File: config.mk
export PLATFORM = sky130hd
export DESIGN_NAME = lv_hv_adc_shadow_bank
export DESIGN_NICKNAME = d
export VERILOG_FILES = /design/src/rtl/lv_hv_adc_shadow_bank.sv
export SDC_FILE = /design/constraint.sdc
export NUM_CORES = 1
export LEC_CHECK = 0
export BUFFER_PORTS_ARGS = -buffer_cell sky130_fd_sc_hd__buf_4
export CORE_MARGIN = 2
export CORE_UTILIZATION = 35
export DETAILED_ROUTE_END_ITERATION = 10
export PLACE_DENSITY = 0.57
export SLEW_MARGIN = 20
export SYNTH_ARGS = -nofsm -noshare
export SYNTH_HDL_FRONTEND = slang
export SYNTH_SLANG_ARGS = --single-unit
File: constraint.sdc
create_clock -name i_clk -period 2.8 [get_ports i_clk]
set_clock_uncertainty 0.15 [all_clocks]
set_input_delay 0.14 -clock i_clk [delete_from_list [all_inputs] [get_ports i_clk]]
set_output_delay 0.14 -clock i_clk [all_outputs]
set_load 0.05 [all_outputs]
File: src/rtl/lv_hv_adc_shadow_bank.sv
// LV-side multi-channel shadow bank for HV ADC samples received over OWT.
// Define LV_HV_SHADOW_STALE_CHK_EN to build per-channel age counters and o_adc_stale.
module lv_hv_adc_shadow_bank #(
  parameter int CH_NUM = 4,
  parameter int ADC_DW = 10,
  parameter int OWT_CMD_BIT_NUM = 8,
  parameter int OWT_ADCD_BIT_NUM = 20,
  parameter logic [OWT_CMD_BIT_NUM-2:0] BASE_ADDR = 7'h1F,
  parameter logic [ADC_DW-1:0] DEFAULT_VAL = '0,
  parameter int STALE_CYC = 16,
  parameter int ERR_CW = 8
) (
  input  logic                          i_clk,
  input  logic                          i_rst,
  input  logic                          i_owt_rx_ack,
  input  logic [OWT_CMD_BIT_NUM-1:0]    i_owt_rx_cmd,
  input  logic [OWT_ADCD_BIT_NUM-1:0]   i_owt_rx_data,
  input  logic                          i_owt_rx_status,
  input  logic                          i_clr,
  output logic [CH_NUM*ADC_DW-1:0]      o_adc_data,
  output logic [CH_NUM-1:0]             o_adc_vld,
  output logic [CH_NUM-1:0]             o_adc_upd,
  output logic [CH_NUM-1:0]             o_adc_stale,
  output logic [ERR_CW-1:0]             o_err_cnt
);

  localparam int PACK = OWT_ADCD_BIT_NUM / ADC_DW;
  localparam int FRM_NUM = (CH_NUM + PACK - 1) / PACK;
  localparam int AW = OWT_CMD_BIT_NUM - 1;

  logic                       wen;
  logic                       frm_ok;
  logic [AW-1:0]              frm_idx;
  logic [CH_NUM-1:0]          wr_ch;

  logic [CH_NUM*ADC_DW-1:0]   data_d, data_q;
  logic [CH_NUM-1:0]          vld_d, vld_q;
  logic [CH_NUM-1:0]          upd_d, upd_q;
  logic [ERR_CW-1:0]          err_d, err_q;

  always_comb begin
    wen     = i_owt_rx_ack & ~i_owt_rx_status
            & i_owt_rx_cmd[OWT_CMD_BIT_NUM-1];
    frm_idx = i_owt_rx_cmd[AW-1:0] - BASE_ADDR;
    frm_ok  = wen && (frm_idx < AW'(FRM_NUM));
    wr_ch   = '0;
    for (int k = 0; k < CH_NUM; k++) begin
      wr_ch[k] = frm_ok && (frm_idx == AW'(k / PACK));
    end
  end

  // Write beats clear per channel; unwritten channels fall back to default.
  always_comb begin
    data_d = data_q;
    vld_d  = vld_q;
    upd_d  = '0;
    if (i_clr) begin
      data_d = {CH_NUM{DEFAULT_VAL}};
      vld_d  = '0;
    end
    for (int k = 0; k < CH_NUM; k++) begin
      if (wr_ch[k]) begin
        data_d[k*ADC_DW +: ADC_DW] =
          i_owt_rx_data[(k % PACK)*ADC_DW +: ADC_DW];
        vld_d[k] = 1'b1;
        upd_d[k] = 1'b1;
      end
    end
  end

  always_comb begin
    err_d = err_q;
    if (i_clr) begin
      err_d = '0;
    end else if (i_owt_rx_ack && i_owt_rx_status && !(&err_q)) begin
      err_d = err_q + 1'b1;
    end
  end

  always_ff @(posedge i_clk or posedge i_rst) begin
    if (i_rst) begin
      data_q <= {CH_NUM{DEFAULT_VAL}};
      vld_q  <= '0;
      upd_q  <= '0;
      err_q  <= '0;
    end else begin
      data_q <= data_d;
      vld_q  <= vld_d;
      upd_q  <= upd_d;
      err_q  <= err_d;
    end
  end

`ifdef LV_HV_SHADOW_STALE_CHK_EN
  localparam int AGE_W = $clog2(STALE_CYC + 1);
  localparam logic [AGE_W-1:0] AGE_MAX = AGE_W'(STALE_CYC);

  logic [CH_NUM-1:0][AGE_W-1:0] age_d, age_q;
  logic [CH_NUM-1:0]            stale_d, stale_q;

  always_comb begin
    age_d   = age_q;
    stale_d = '0;
    for (int k = 0; k < CH_NUM; k++) begin
      if (wr_ch[k] || i_clr || !vld_q[k]) begin
        age_d[k] = '0;
      end else if (age_q[k] != AGE_MAX) begin
        age_d[k] = age_q[k] + 1'b1;
      end
      stale_d[k] = vld_d[k] && (age_d[k] == AGE_MAX);
    end
  end

  always_ff @(posedge i_clk or posedge i_rst) begin
    if (i_rst) begin
      age_q   <= '0;
      stale_q <= '0;
    end else begin
      age_q   <= age_d;
      stale_q <= stale_d;
    end
  end

  assign o_adc_stale = stale_q;
`else
  assign o_adc_stale = '0;
`endif

  assign o_adc_data = data_q;
  assign o_adc_vld  = vld_q;
  assign o_adc_upd  = upd_q;
  assign o_err_cnt  = err_q;

endmodule

==> results by group, run 1 <==
Yosys
  • Mux cell area share after synthesis: 10.6%
  • Mapped cell area: 0.00242 mm2
  • Synth Area in XOR/XNOR: 1.81%
  • Distinct cells, synth: 31
  • Synthesized flop and latch total: 52
  • Number of synthesized flops with an enable pin: 0
  • Synth warn: 0
  • Cell count after synthesis: 230
  • Adder-cell share of the synthesized area: ~1.6%
  • Post-Synth Simple-Gate Area: between 10% and 20%
  • Synth async-reset ratio: 100%
  • Ys flop type: dfrtp_1
  • Register area share after synthesis: 53.9%
  • Largest family of logic cells by synthesized area: simple AND/OR/NAND/NOR gates
  • Compound-Gate Fraction of Synth Area: approximately 6.7%
  • Avg Inst Size Synth: between 10 and 15 um2

Placed design
  • Dpl cells: 385
  • Detailed Place HPWL: 3750 um
  • Post-DP Area: ~0.0031 mm2
  • # port buffers: approximately 90
  • Gpl congestion: 0.831
  • Place WS: 0.569 ns

Finish
  • Final core occ: about half
  • Nets@finish: 369
  • Layout Area Growth over Synthesis: 41.8%
  • Commonest non-fill, non-tap cell in the layout: buf_4
  • Most frequent cells in the layout: buf_4 (91), dfrtp_1 (52), nand2_1 (46)
  • Finished layout cell area: 0.00343 mm2
  • Layout cell share with drive strength beyond 1: between 30 and 40%
  • Diodes inserted: 0
  • Cell Count, Final, Fillers Out: 414

Floorplan
  • Initial Utilization: 36.0%
  • Chip height: just under 90 um
  • # IOs: 93
  • Die Span X: 87.1 um
  • Die ar.: 0.00758 mm2
  • Row cnt: 30
  • Core Region: about 0.0067 mm2

Critical path
  • WP data arrival: around 1.9 ns
  • Startpoint class of the critical path: input port
  • CP endpoint kind: flop
  • Worst-path fanout max: 22
  • WS Path Type: input port to flop
  • WP data required: 2.84 ns
  • Setup slack, reg-to-reg: 1.14 ns

Global route
  • GRT overflow: 0
  • Initial antenna violation count: 0
  • GRT Total Usage: 15.9%
  • GR Util met1: 20.2%
  • First-pass GRT wire length: approximately 9400 um
  • Met2 Use GR: 26.4%
  • Met3 Usage GRT: 4.08%
  • Busiest grt layer: met2
  • Pin count of the biggest net entering global routing: 42
  • Via count of the first global-routing pass: 1952

Timing
  • Slew headroom: 47.5%
  • Setup_tns: 0 ns
  • Final Max Slew Viols: 0
  • Final worst setup slack: 0.906 ns
  • Unrepaired setup endpoints after global routing: false
  • Final hold violations: 0
  • Fin Hold WS: roughly 0.03 ns
  • Tcrit/Tclk final: around 68%
  • Final setup vio count: 0
  • Minimum clock period: 1.89 ns
  • Fmax: ~0.53 GHz
  • Slew of the pin with the lowest slew margin: 0.787 ns

Route
  • Post-route DRC: 0
  • Remaining antenna violation count: 0
  • Vias per inst: 4.76
  • WL final: slightly below 6000 um
  • Drt wl/cell: 13.9 um
  • TritonRoute pass-1 iters: 4
  • DR iter-0 viols: about 60
  • Detailed-route via count: 1971

Flow run
  • Max cap viols: 0

Clock network
  • CTS Buf Count: 5
  • H-tree levels: 2
  • Clock Sinks: 52
  • CTS tree: yes
  • Clk_lat worst skew: 0.30 ns
  • CTS resizes: 0
  • Clk root buf: clkbuf_8
  • CTS max path bufs: 2
  • Worst-path clk slew: about 0.09 ns
  • Hold Buf Count CTS: 21
  • Post-CTS Setup Bufs: 0

Pwr
  • VDD IR max: between 200 and 250 uV
  • Logic pwr share: 9.7%
  • Sw frac: 22.1%
  • Pwr dens: 423 mW/mm2
  • Net Sw Power: 0.320 mW
  • Sequential power share: between 50% and 60%
  • Clock Power Share: 38.2%
  • Power, Total: 1.45 mW
  • Static leakage: 1.76 nW
  • Power Internal: 1.13 mW

Outcome
  • Status: complete, no violations

Worst hold path
  • Worst min path class: input port to flop
[final timing paths]
check                                         start                         end  cells after the start
max                                 i_owt_rx_cmd[0]  o_adc_data[32]$_DFFE_PP0P_                      8
min                                 i_owt_rx_status    o_err_cnt[2]$_DFFE_PP0P_                      3
max reg2reg                o_err_cnt[0]$_DFFE_PP0P_    o_err_cnt[6]$_DFFE_PP0P_                      6
min reg2reg                o_adc_vld[0]$_DFFE_PP0P_    o_adc_vld[0]$_DFFE_PP0P_                      1
max in group asynchronous                     i_rst    o_adc_vld[0]$_DFFE_PP0P_                      4
min in group asynchronous                     i_rst    o_err_cnt[6]$_DFFE_PP0P_                      3
[cell usage after synthesis (2+ instances only)]
master	count	share of area, %
buf_4	8	2.5
inv_1	5	0.78
buf_2	4	0.83
nand3_1	4	0.83
a31oi_1	2	0.52
clkbuf_1	4	0.62
a21oi_1	3	0.62
mux2i_1	2	0.83
o21ai_1	2	0.41
mux2_2	18	8.4
dfrtp_1	52	54
xor2_1	5	1.8
a21o_1	2	0.62
nor4_4	2	1.8
nor2b_1	20	5.2
nor2_1	10	1.6
nand2_1	46	7.1
nand2b_1	2	0.52
ha_1	3	1.6
mux2_1	3	1.4
o21ai_0	20	4.1
buf_6	2	0.93
nand4_1	3	0.78
[routing by layer]
metal,vias to the layer above,wire (um)
li1,951,-
met5,-,0
met1,942,2540
met3,12,356
met4,0,85
met2,66,2780
[layout make-up]
type,instances,area [um2]
fill,631,3290
clock buffer,7,96.3
inverter,5,18.8
tap,80,100
clock inverter,1,30.0
multi-input combinational,157,986
timing repair buffer,112,893
sequential,52,1300
[flip-flops by register name (all words and copies together) (netlist names)]
signal and count:
o_err_cnt 8, o_adc_vld 2, o_adc_upd 2, o_adc_data 40
[power by group through the flow]
stage / Clock [mW] / Combinational, mW / Sequential (mW)
floorplan: 0 / 0.0562 / 0.777
global placement: 0 / 0.119 / 0.770
detailed placement: 0 / 0.119 / 0.770
CTS: 0.580 / 0.143 / 0.755
global route: 0.602 / 0.155 / 0.756
finish: 0.554 / 0.141 / 0.755
[worst max-delay path: stages]
cell and delay (ns):
buf_4 0.10, inv_1 0.04, ha_1 0.29, nor4b_2 0.25, nand2_1 0.18, nor4_4 0.22, buf_4 0.34, mux2_2 0.37
[kinds of logic (layout without fill, tap and decap cells)]
family | after synthesis | after routing
and+or+nand+nor | 92 | 92
DFF | 52 | 52
AOI/OAI and AO/OA | 30 | 30
buffers and inverters | 24 | 125
muxes | 23 | 23
xor gates and xnor gates | 5 | 5
adders and majority gates | 3 | 3
other | 1 | 4
Note: power is estimated with default switching activity, not from simulation.
==> inputs of run 2 (changes only) <==
PLACE_DENSITY = 0.6   (was 0.57)
clock period = 1.74 ns   (was 2.8 ns; I/O delays follow)
==> run 2 against run 1 <==
Die area is the same; critical path depth shrank 1; sequential cell count is the same; via count grew 2.8%; cell area grew 4.5%; wire length grew 3.1%; clock power grew 46%; critical endpoint is now o_adc_upd[1]$_DFF_PP0_; largest cell class unchanged; largest power group unchanged.
==> results by group, run 2 (synthesis results as in run 1) <==
Outcome
  • Status: complete, no violations

Pwr
  • VDD IR max: 349 uV
  • Static leakage: 1.82 nW
  • Power Internal: 1.75 mW
  • Clock Power Share: 35.4%
  • Power, Total: between 2 and 2.5 mW
  • Sw frac: 23.1%
  • Net Sw Power: between 0.5 and 0.6 mW
  • Logic pwr share: 11.3%
  • Pwr dens: 637 mW/mm2
  • Sequential power share: 53.3%

Critical path
  • WP data required: 1.80 ns
  • WP data arrival: 1.72 ns
  • WS Path Type: input port to flop
  • Startpoint class of the critical path: input port
  • CP endpoint kind: flop
  • Worst-path fanout max: 4

Global route
  • GRT overflow: 0
  • Via count of the first global-routing pass: 2032
  • GRT Total Usage: 16.4%
  • Pin count of the biggest net entering global routing: 42
  • Initial antenna violation count: 0
  • First-pass GRT wire length: 9770 um

Floorplan
  • # IOs: between 90 and 100
  • Core Region: roughly 0.0067 mm2
  • Initial Utilization: approximately 36%
  • Row cnt: 30
  • Die ar.: approximately 0.0076 mm2
  • Chip height: 87.1 um
  • Die Span X: 87.1 um

Placed design
  • Place WS: -0.221 ns
  • Detailed Place HPWL: between 4000 and 5000 um
  • Dpl cells: 394
  • # port buffers: 88
  • Gpl congestion: 0.777

Route
  • DR iter-0 viols: 68
  • TritonRoute pass-1 iters: 4
  • Detailed-route via count: 2027
  • Vias per inst: 4.76
  • WL final: 5940 um
  • Drt wl/cell: 13.9 um
  • Post-route DRC: 0
  • Remaining antenna violation count: 0

Clock network
  • CTS Buf Count: 5
  • Clk_lat worst skew: 0.30 ns
  • CTS max path bufs: 2
  • Clock Sinks: 52
  • Clk root buf: clkbuf_8
  • CTS tree: yes
  • Worst-path clk slew: 0.09 ns
  • H-tree levels: 2

Timing
  • Tcrit/Tclk final: 95.8%
  • Fmax: 0.600 GHz
  • Slew headroom: 63.6%
  • Final worst setup slack: 0.0730 ns
  • Unrepaired setup endpoints after global routing: false
  • Final hold violations: 0
  • Slew of the pin with the lowest slew margin: around 0.55 ns
  • Final setup vio count: 0
  • Final Max Slew Viols: 0
  • Setup_tns: 0 ns
  • Minimum clock period: about 1.7 ns
  • Fin Hold WS: approximately 0.11 ns

Finish
  • Max reg flops: 40
  • Layout cell share with drive strength beyond 1: 39.0%
  • Layout Area Growth over Synthesis: 48.1%
  • Cell Count, Final, Fillers Out: 426
  • Nets@finish: 382
  • Diodes inserted: 0
  • Commonest non-fill, non-tap cell in the layout: buf_4
  • Most frequent cells in the layout: buf_4 (98), dfrtp_1 (50), nand2_1 (45)

Worst hold path
  • Worst min path class: input port to flop

Flow run
  • Max cap viols: 0
==> run 2: worst paths after layout <==
kind,startpoint,slack [ns],to,cells after the start
min in group asynchronous,i_rst,0.23,o_adc_data[18]$_DFFE_PP0P_,3
worst min register to register,o_adc_vld[2]$_DFFE_PP0P_,0.36,o_adc_vld[2]$_DFFE_PP0P_,1
worst max register to register,o_err_cnt[0]$_DFFE_PP0P_,0.17,o_err_cnt[6]$_DFFE_PP0P_,6
worst min-delay path,i_owt_rx_ack,0.11,o_err_cnt[2]$_DFFE_PP0P_,4
max in group asynchronous,i_rst,0.58,o_err_cnt[0]$_DFFE_PP0P_,4
worst max-delay path,i_owt_rx_cmd[1],0.07,o_adc_upd[1]$_DFF_PP0_,7
==> run 2: repair_timing <==
| action | in CTS | in global routing |
|---|---|---|
| setup endpoints to repair | 0 | 1 |
| setup buffers | 0 | 0 |
| resized for setup | 0 | 1 |
| hold endpoints to repair | 65 | 0 |
| hold buffers | 25 | 0 |
==> run 2: layer usage <==
metal	wire length, um	track usage, %	vias up
met2	2950	27.0	60
met4	67	4.55	0
met1	2580	21.1	980
met3	348	4.64	7
li1	-	-	980
met5	0	0	-
==> run 2: power by group through the flow <==
| stage | clock network, mW | registers (mW) | logic, mW |
|---|---|---|---|
| after detailed placement | 0 | 1.24 | 0.216 |
| after CTS | 0.838 | 1.22 | 0.261 |
| after global placement | 0 | 1.24 | 0.214 |
| after global routing | 0.882 | 1.22 | 0.281 |
| final | 0.807 | 1.22 | 0.257 |
| after floorplan | 0 | 1.25 | 0.0964 |
==> run 2: stage by stage <==
stage	util (%)	cell area [um2]
6_report	53.3	3580
5_1_grt	53.3	3580
4_1_cts	53.2	3570
3_5_place_dp	48.0	3220
3_3_place_gp	48.0	3220
2_1_floorplan	-	2470
==> run 2: cell type report <==
cell class | instances | area (um2)
Fill cell | 608 | 3140
Sequential cell | 52 | 1300
Timing Repair Buffer | 125 | 1030
Multi-Input combinational cell | 157 | 1020
Tap cell | 80 | 100
Clock buffer | 6 | 72.6
Clock inverter | 1 | 30.0
Inverter | 5 | 21.3
==> run 2: worst max-delay path, cell delays in order <==
cell,delay [ns]
buf_4,0.13
inv_4,0.05
ha_4,0.20
nor4b_4,0.27
nand2_2,0.13
dlygate4sd3_1,0.58
nor4_1,0.27
